$ cat src/rtl/ddf_pkg.sv
// Shared types and fold arithmetic for the round-robin dataflow accumulator.
// DDF_SATURATE_EN: when defined, OP_SUM clamps at the all-ones value instead of wrapping.
package ddf_pkg;

  typedef enum logic [1:0] {
    PICK   = 2'd0,
    ACTION = 2'd1,
    HOLD   = 2'd2
  } flux_state_t;

  localparam int OP_SUM = 0;
  localparam int OP_MAX = 1;
  localparam int OP_MIN = 2;

  // Arithmetic is done on a fixed-width word; payloads up to 32 bits are supported.
  localparam int MAX_DW = 32;
  typedef logic [MAX_DW-1:0] word_t;

  function automatic word_t width_mask(int dw);
    logic [63:0] m;
    m = (64'd1 << dw) - 64'd1;
    return (dw >= MAX_DW) ? '1 : m[MAX_DW-1:0];
  endfunction

  function automatic word_t init_val(int op, int dw);
    return (op == OP_MIN) ? width_mask(dw) : '0;
  endfunction

  function automatic word_t fold(word_t a, word_t b, int op, int dw);
    word_t           m;
    word_t           am;
    word_t           bm;
    logic [MAX_DW:0] sum;
    m   = width_mask(dw);
    am  = a & m;
    bm  = b & m;
    sum = {1'b0, am} + {1'b0, bm};
    case (op)
      OP_MAX:  fold = (am > bm) ? am : bm;
      OP_MIN:  fold = (am < bm) ? am : bm;
      default: begin
`ifdef DDF_SATURATE_EN
        fold = (sum > {1'b0, m}) ? m : sum[MAX_DW-1:0];
`else
        fold = sum[MAX_DW-1:0] & m;
`endif
      end
    endcase
  endfunction

endpackage

$ cat src/rtl/rr_arbiter.sv
// Round-robin grant of one requester per cycle; search starts at ptr, which
// advances past the winner only when a grant is issued.
module rr_arbiter #(
  parameter  int N  = 2,
  localparam int IW = (N > 1) ? $clog2(N) : 1
) (
  input  logic          clk,
  input  logic          rst,
  input  logic [N-1:0]  req,
  input  logic          en,
  output logic          gnt_valid,
  output logic [IW-1:0] gnt_idx
);

  logic [IW-1:0] ptr_q;
  logic [IW-1:0] ptr_d;
  logic          found;
  int            j;

  always_comb begin
    found   = 1'b0;
    gnt_idx = '0;
    j       = 0;
    for (int i = 0; i < N; i++) begin
      j = int'(ptr_q) + i;
      if (j >= N) j = j - N;
      if (!found && req[j]) begin
        found   = 1'b1;
        gnt_idx = IW'(j);
      end
    end
    gnt_valid = en && found;
    ptr_d     = ptr_q;
    if (gnt_valid) ptr_d = (int'(gnt_idx) == N - 1) ? '0 : gnt_idx + IW'(1);
  end

  always_ff @(posedge clk) begin
    if (rst) ptr_q <= '0;
    else     ptr_q <= ptr_d;
  end

endmodule

$ cat src/rtl/ddf_rr_acc.sv
// Multi-flux accumulator actor: per flux, read a count, fold that many token sets,
// emit {tag, acc}. Build option DDF_SATURATE_EN selects clamping sums.
module ddf_rr_acc
  import ddf_pkg::*;
#(
  parameter  int DATA_WIDTH = 8,
  parameter  int FLUX       = 2,
  parameter  int PORTS      = 2,
  parameter  int OP         = 0,
  localparam int TAG_WIDTH  = (FLUX > 1) ? $clog2(FLUX) : 1,
  localparam int WIDTH      = DATA_WIDTH + TAG_WIDTH
) (
  input  logic                    clk,
  input  logic                    rst,
  output logic [WIDTH-1:0]        write_din,
  output logic                    write_write,
  input  logic                    write_full,
  input  logic [WIDTH*PORTS-1:0]  read_dout,
  input  logic [PORTS*FLUX-1:0]   read_empty,
  output logic [PORTS*FLUX-1:0]   read_read,
  input  logic [WIDTH-1:0]        nda_dout,
  input  logic [FLUX-1:0]         nda_empty,
  output logic [FLUX-1:0]         nda_read
);

  localparam logic [DATA_WIDTH-1:0] INIT = DATA_WIDTH'(init_val(OP, DATA_WIDTH));

  flux_state_t           state_q [FLUX];
  flux_state_t           state_d [FLUX];
  logic [DATA_WIDTH-1:0] cnt_q   [FLUX];
  logic [DATA_WIDTH-1:0] cnt_d   [FLUX];
  logic [DATA_WIDTH-1:0] acc_q   [FLUX];
  logic [DATA_WIDTH-1:0] acc_d   [FLUX];

  logic [FLUX-1:0]       req;
  logic                  gnt_valid;
  logic [TAG_WIDTH-1:0]  gnt_idx;
  logic [DATA_WIDTH-1:0] nda_n;
  word_t                 x_w;
  word_t                 r_w;
  logic                  unused_bits;

  assign nda_n       = nda_dout[DATA_WIDTH-1:0];
  assign unused_bits = ^{nda_dout, read_dout, r_w, x_w};

  for (genvar gi = 0; gi < FLUX; gi++) begin : g_req
    assign req[gi] = (state_q[gi] == PICK   && !nda_empty[gi]) ||
                     (state_q[gi] == ACTION && read_empty[gi*PORTS +: PORTS] == '0) ||
                     (state_q[gi] == HOLD   && !write_full);
  end

  // Holding the arbiter disabled in reset keeps every strobe low while rst is high.
  rr_arbiter #(.N(FLUX)) u_arb (
    .clk       (clk),
    .rst       (rst),
    .req       (req),
    .en        (!rst),
    .gnt_valid (gnt_valid),
    .gnt_idx   (gnt_idx)
  );

  always_comb begin
    nda_read    = '0;
    read_read   = '0;
    write_write = 1'b0;
    write_din   = '0;
    r_w         = '0;
    state_d     = state_q;
    cnt_d       = cnt_q;
    acc_d       = acc_q;

    // Token payloads share one bus across fluxes, so the port fold is computed once.
    x_w = word_t'(read_dout[DATA_WIDTH-1:0]);
    for (int p = 1; p < PORTS; p++)
      x_w = fold(x_w, word_t'(read_dout[p*WIDTH +: DATA_WIDTH]), OP, DATA_WIDTH);

    for (int f = 0; f < FLUX; f++) begin
      if (gnt_valid && int'(gnt_idx) == f) begin
        r_w = fold(word_t'(acc_q[f]), x_w, OP, DATA_WIDTH);
        case (state_q[f])
          PICK: begin
            nda_read[f] = 1'b1;
            cnt_d[f]    = (nda_n == '0) ? '0 : nda_n - 1'b1;
            acc_d[f]    = INIT;
            state_d[f]  = ACTION;
          end
          ACTION: begin
            read_read[f*PORTS +: PORTS] = '1;
            if (cnt_q[f] != '0) begin
              acc_d[f] = r_w[DATA_WIDTH-1:0];
              cnt_d[f] = cnt_q[f] - 1'b1;
            end else if (!write_full) begin
              write_write = 1'b1;
              write_din   = {TAG_WIDTH'(f), r_w[DATA_WIDTH-1:0]};
              acc_d[f]    = INIT;
              state_d[f]  = PICK;
            end else begin
              acc_d[f]   = r_w[DATA_WIDTH-1:0];
              state_d[f] = HOLD;
            end
          end
          HOLD: begin
            write_write = 1'b1;
            write_din   = {TAG_WIDTH'(f), acc_q[f]};
            acc_d[f]    = INIT;
            state_d[f]  = PICK;
          end
          default: state_d[f] = PICK;
        endcase
      end
    end
  end

  always_ff @(posedge clk) begin
    for (int f = 0; f < FLUX; f++) begin
      if (rst) begin
        state_q[f] <= PICK;
        cnt_q[f]   <= '0;
        acc_q[f]   <= INIT;
      end else begin
        state_q[f] <= state_d[f];
        cnt_q[f]   <= cnt_d[f];
        acc_q[f]   <= acc_d[f];
      end
    end
  end

endmodule

$ cat config.mk
export PLATFORM = sky130hd
export DESIGN_NAME = ddf_rr_acc
export DESIGN_NICKNAME = d
export VERILOG_FILES = /design/src/rtl/ddf_pkg.sv /design/src/rtl/rr_arbiter.sv /design/src/rtl/ddf_rr_acc.sv
export SDC_FILE = /design/constraint.sdc
export NUM_CORES = 1
export LEC_CHECK = 0
export CORE_MARGIN = 3
export CORE_UTILIZATION = 35
export CTS_CLUSTER_DIAMETER = 40
export DETAILED_ROUTE_END_ITERATION = 10
export PLACE_DENSITY_LB_ADDON = 0.2
export SYNTH_ARGS = -nofsm -noshare
export SYNTH_HDL_FRONTEND = slang
export SYNTH_SLANG_ARGS = --single-unit
export TNS_END_PERCENT = 30
$ cat constraint.sdc
create_clock -name clk -period 3 [get_ports clk]
set_input_delay 0.3 -clock clk [delete_from_list [all_inputs] [get_ports clk]]
set_output_delay 0.3 -clock clk [all_outputs]
set_load 0.02 [all_outputs]
==> metrics.cfg <==
[synthesis]
ys_async_sr_fraction_pct = 0
syn_nets = 499
synth-seq-cells = 37
synth_seq_area_share_pct = 22.4
synthFlopType = dfxtp_1
yosysUniqueCellTypes = 54
syn_area_per_cell_um2 = 7.72
netlist_instances = 428
syn-cell-area_mm2 = 0.00330
yosysWarnings = 0
synth_edf_count = 0

[worst_setup_path]
required_ns = 2.70
cp_max_fo = 3
r2r_setup_slack_ns = 0.37
r2r_start = state_q[2]
rr_worst_depth = 11
startpoint_type = input pin
r2r_end = acc_q[1]
crit_arrival_ns = 2.99
crit_path_end_kind = output port
criticalPathCategory = in -> out

[hold_path]
worstHoldStart = cnt_q[14]
worstHoldPathType = reg -> reg
hold_path_end = cnt_q[14]
holdPathStages = 2

[timing]
hold_viol_final = 0
min_period_over_period_pct = 110
fin_ws_ns = -0.295
skew_ns = 0.0190
rsz0062_at_grt = true
max_freq_ghz = 0.303
setup_viol = 3
fin_crit_ns = 3.29
worst_pin_slew_ns = 0.520
slew_headroom_pct = 65.0
final_max_slew_viol_count = 0

[grt]
antenna_found_initial = 0
grt_max_degree = 24
grt_pass1_vias = 3427
grt.total_usage_pct = 18.6
grt_pass1_wl_mm = 15.9
grt-ovfl-total = 0

[floorplanning]
die_y_um = 103
initial_core_util_pct = 37.0
dieArea_mm2 = 0.0106
rows = 34
die_w_um = 103
ioPinCount = 52
core_mm2 = 0.00893

[placement]
detailed_place_hpwl_mm = 7.65
dpl.cell_count = 645
pre_cts_slack_ns = -1.19
port_buffers = 48
place_congestion = 0.815

[finish]
final_cells = 664
nNetsFinal = 626
fill_cells = 858
drive_above_1_share_pct = 28.8
synthToLayoutAreaGrowth_pct = 47.4
antenna_cells = 0

[power]
power_density_mw_per_mm2 = 389
p_leak_nw = 2.04
vdd_ir_drop_max_uv = 205

[drt]
drt_wl_total_mm = 9.84
detail_route.wl_per_cell_um = 14.8
drc = 0
dr.pass1.iters = 4
ant_nets = 0
drtIter0Drc = 122
viasPerCell = 5.40
via_count = 3585

[clock_tree]
clock_sinks = 37
cts_tree = built
cts_hold_buf = 0
htree_levels = 2
clock_latency_ns = 0.30
clk_pin_slew_ns = 0.09
numCtsBuffers = 5
ctsLongestPathBuffers = 2
cts_root_buf = clkbuf_8

[status]
status = finished with violations
violations = negative setup slack

[flow_run]
drv_cap = 0

final cells by class:
type | count | area (um^2) | share of cell area [%]
multi-input combinational | 347 | 2640 | 54.2
timing repair buffer | 138 | 1140 | 23.3
sequential | 37 | 741 | 15.2
tap | 108 | 135 | 2.77
inverter | 26 | 97.6 | 2.00
clock buffer | 6 | 82.6 | 1.70
clock inverter | 2 | 37.5 | 0.771
routing by layer:
| layer | GRT usage (%) | up-vias | share of wire, % |
|---|---|---|---|
| met5 | 0 | - | 0 |
| met4 | 4.28 | 0 | 1.1 |
| met3 | 2.44 | 11 | 4.8 |
| met2 | 33.4 | 87 | 50 |
| met1 | 23.6 | 1681 | 44 |
| li1 | - | 1806 | - |
layout by cell type, fill, tap and decap left out, types with 5 or more instances in the layout:
master,Yosys,final
nor4_1,6,5
o211ai_1,6,6
xor2_1,7,5
o22ai_1,8,6
a22oi_1,32,30
nand2_1,32,32
a21oi_2,0,5
inv_1,26,25
clkbuf_8,0,6
nand2b_1,10,9
dfxtp_1,37,37
nor3b_1,5,5
xnor2_1,14,9
buf_6,1,12
ha_1,32,29
clkdlybuf4s50_1,0,27
o21ai_0,30,25
buf_4,2,85
a21oi_1,28,22
nor2b_1,9,9
nand3_1,8,8
clkbuf_2,0,8
nor2_1,51,49
nor3_1,6,6
registers in the layout, indices dropped and copies added, names as in the netlist:
signal,flops
acc_q,16
state_q,4
u_arb.ptr_q,1
cnt_q,16
synthesized netlist by cell type, types with 2 or more instances:
master	instances	area share, %
and2_1	2	0.38
nand3_1	8	1.2
xor2_1	7	1.9
nor4_1	6	1.1
or3_1	4	0.76
a221oi_1	3	0.80
mux2_2	3	1.0
or4_1	3	0.68
inv_1	26	3.0
o31a_1	2	0.53
buf_4	2	0.45
nand3b_1	3	0.68
nor2_1	51	5.8
clkbuf_1	14	1.6
nor3_1	6	0.91
o211ai_1	6	1.4
a32o_1	2	0.61
a21oi_1	28	4.2
dfxtp_1	37	22
nor3b_1	5	1.1
mux2i_1	2	0.61
a21boi_0	3	0.68
nand2_1	32	3.6
a2111oi_4	2	1.7
a31oi_1	2	0.38
xnor2_1	14	3.7
fa_1	3	1.8
o22ai_1	8	1.5
and3_1	5	0.95
o21ai_0	30	4.5
nor2b_1	9	1.7
a311oi_1	2	0.53
a22oi_1	32	7.3
nand2b_1	10	1.9
o21bai_1	2	0.45
ha_1	32	12
a21o_1	4	0.91
o31ai_1	2	0.45
stage by stage:
step | hold WS (ns) | utilization, % | instance area (um^2) | setup TNS, ns | power, mW
after floorplan | 0.452 | - | 3340 | -0.0478 | 0.993
after global placement | 0.484 | 49.9 | 4460 | -7.27 | 1.30
after detailed placement | 0.485 | 49.9 | 4460 | -7.67 | 1.32
after CTS | 0.503 | 53.0 | 4740 | -0.863 | 1.84
after global routing | 0.550 | 54.5 | 4870 | -1.09 | 2.01
final | 0.503 | 54.5 | 4870 | -0.657 | 1.89
worst max path at each step:
stage | from | end | slack [ns] | cells past startpoint
after floorplan | read_dout[0] | write_din[7] | -0.05 | 12
after global placement | read_dout[0] | write_din[7] | -1.16 | 15
after detailed placement | read_dout[0] | write_din[7] | -1.19 | 15
after CTS | read_dout[9] | write_din[7] | -0.37 | 15
after global routing | read_dout[9] | write_din[7] | -0.41 | 14
final | read_dout[9] | write_din[7] | -0.29 | 14
power breakdown:
part | leakage [nW] | switching, mW | internal (mW)
logic | 1.69 | 0.422 | 0.456
registers | 0.300 | 0.0260 | 0.519
clock network | 0.0574 | 0.201 | 0.271
kinds of logic after synthesis:
group,count (synthesis),share of synthesized area (%)
AOI/OAI and AO/OA,134,27.6
xor gates and xnor gates,21,5.57
adders and majority gates,35,13.9
buffers and inverters,44,5.49
DFF,37,22.4
muxes,5,1.63
and+or+nand+nor,152,23.4
worst max-delay path, stage by stage:
cell       delay [ns]
buf_6            0.10
ha_4             0.15
fa_2             0.37
a21o_1           0.22
a21oi_4          0.15
xnor2_2          0.14
ha_1             0.29
and3_4           0.17
a221oi_4         0.33
a21oi_2          0.10
xor2_1           0.21
xnor2_1          0.11
o2111ai_2        0.20
buf_6            0.15
timing repair:
item,CTS,global route
pin swaps,29,15
setup endpoints to repair,15,15
resized for setup,79,45
setup buffers,8,4
No activity file was read; power rests on OpenSTA's default activity.
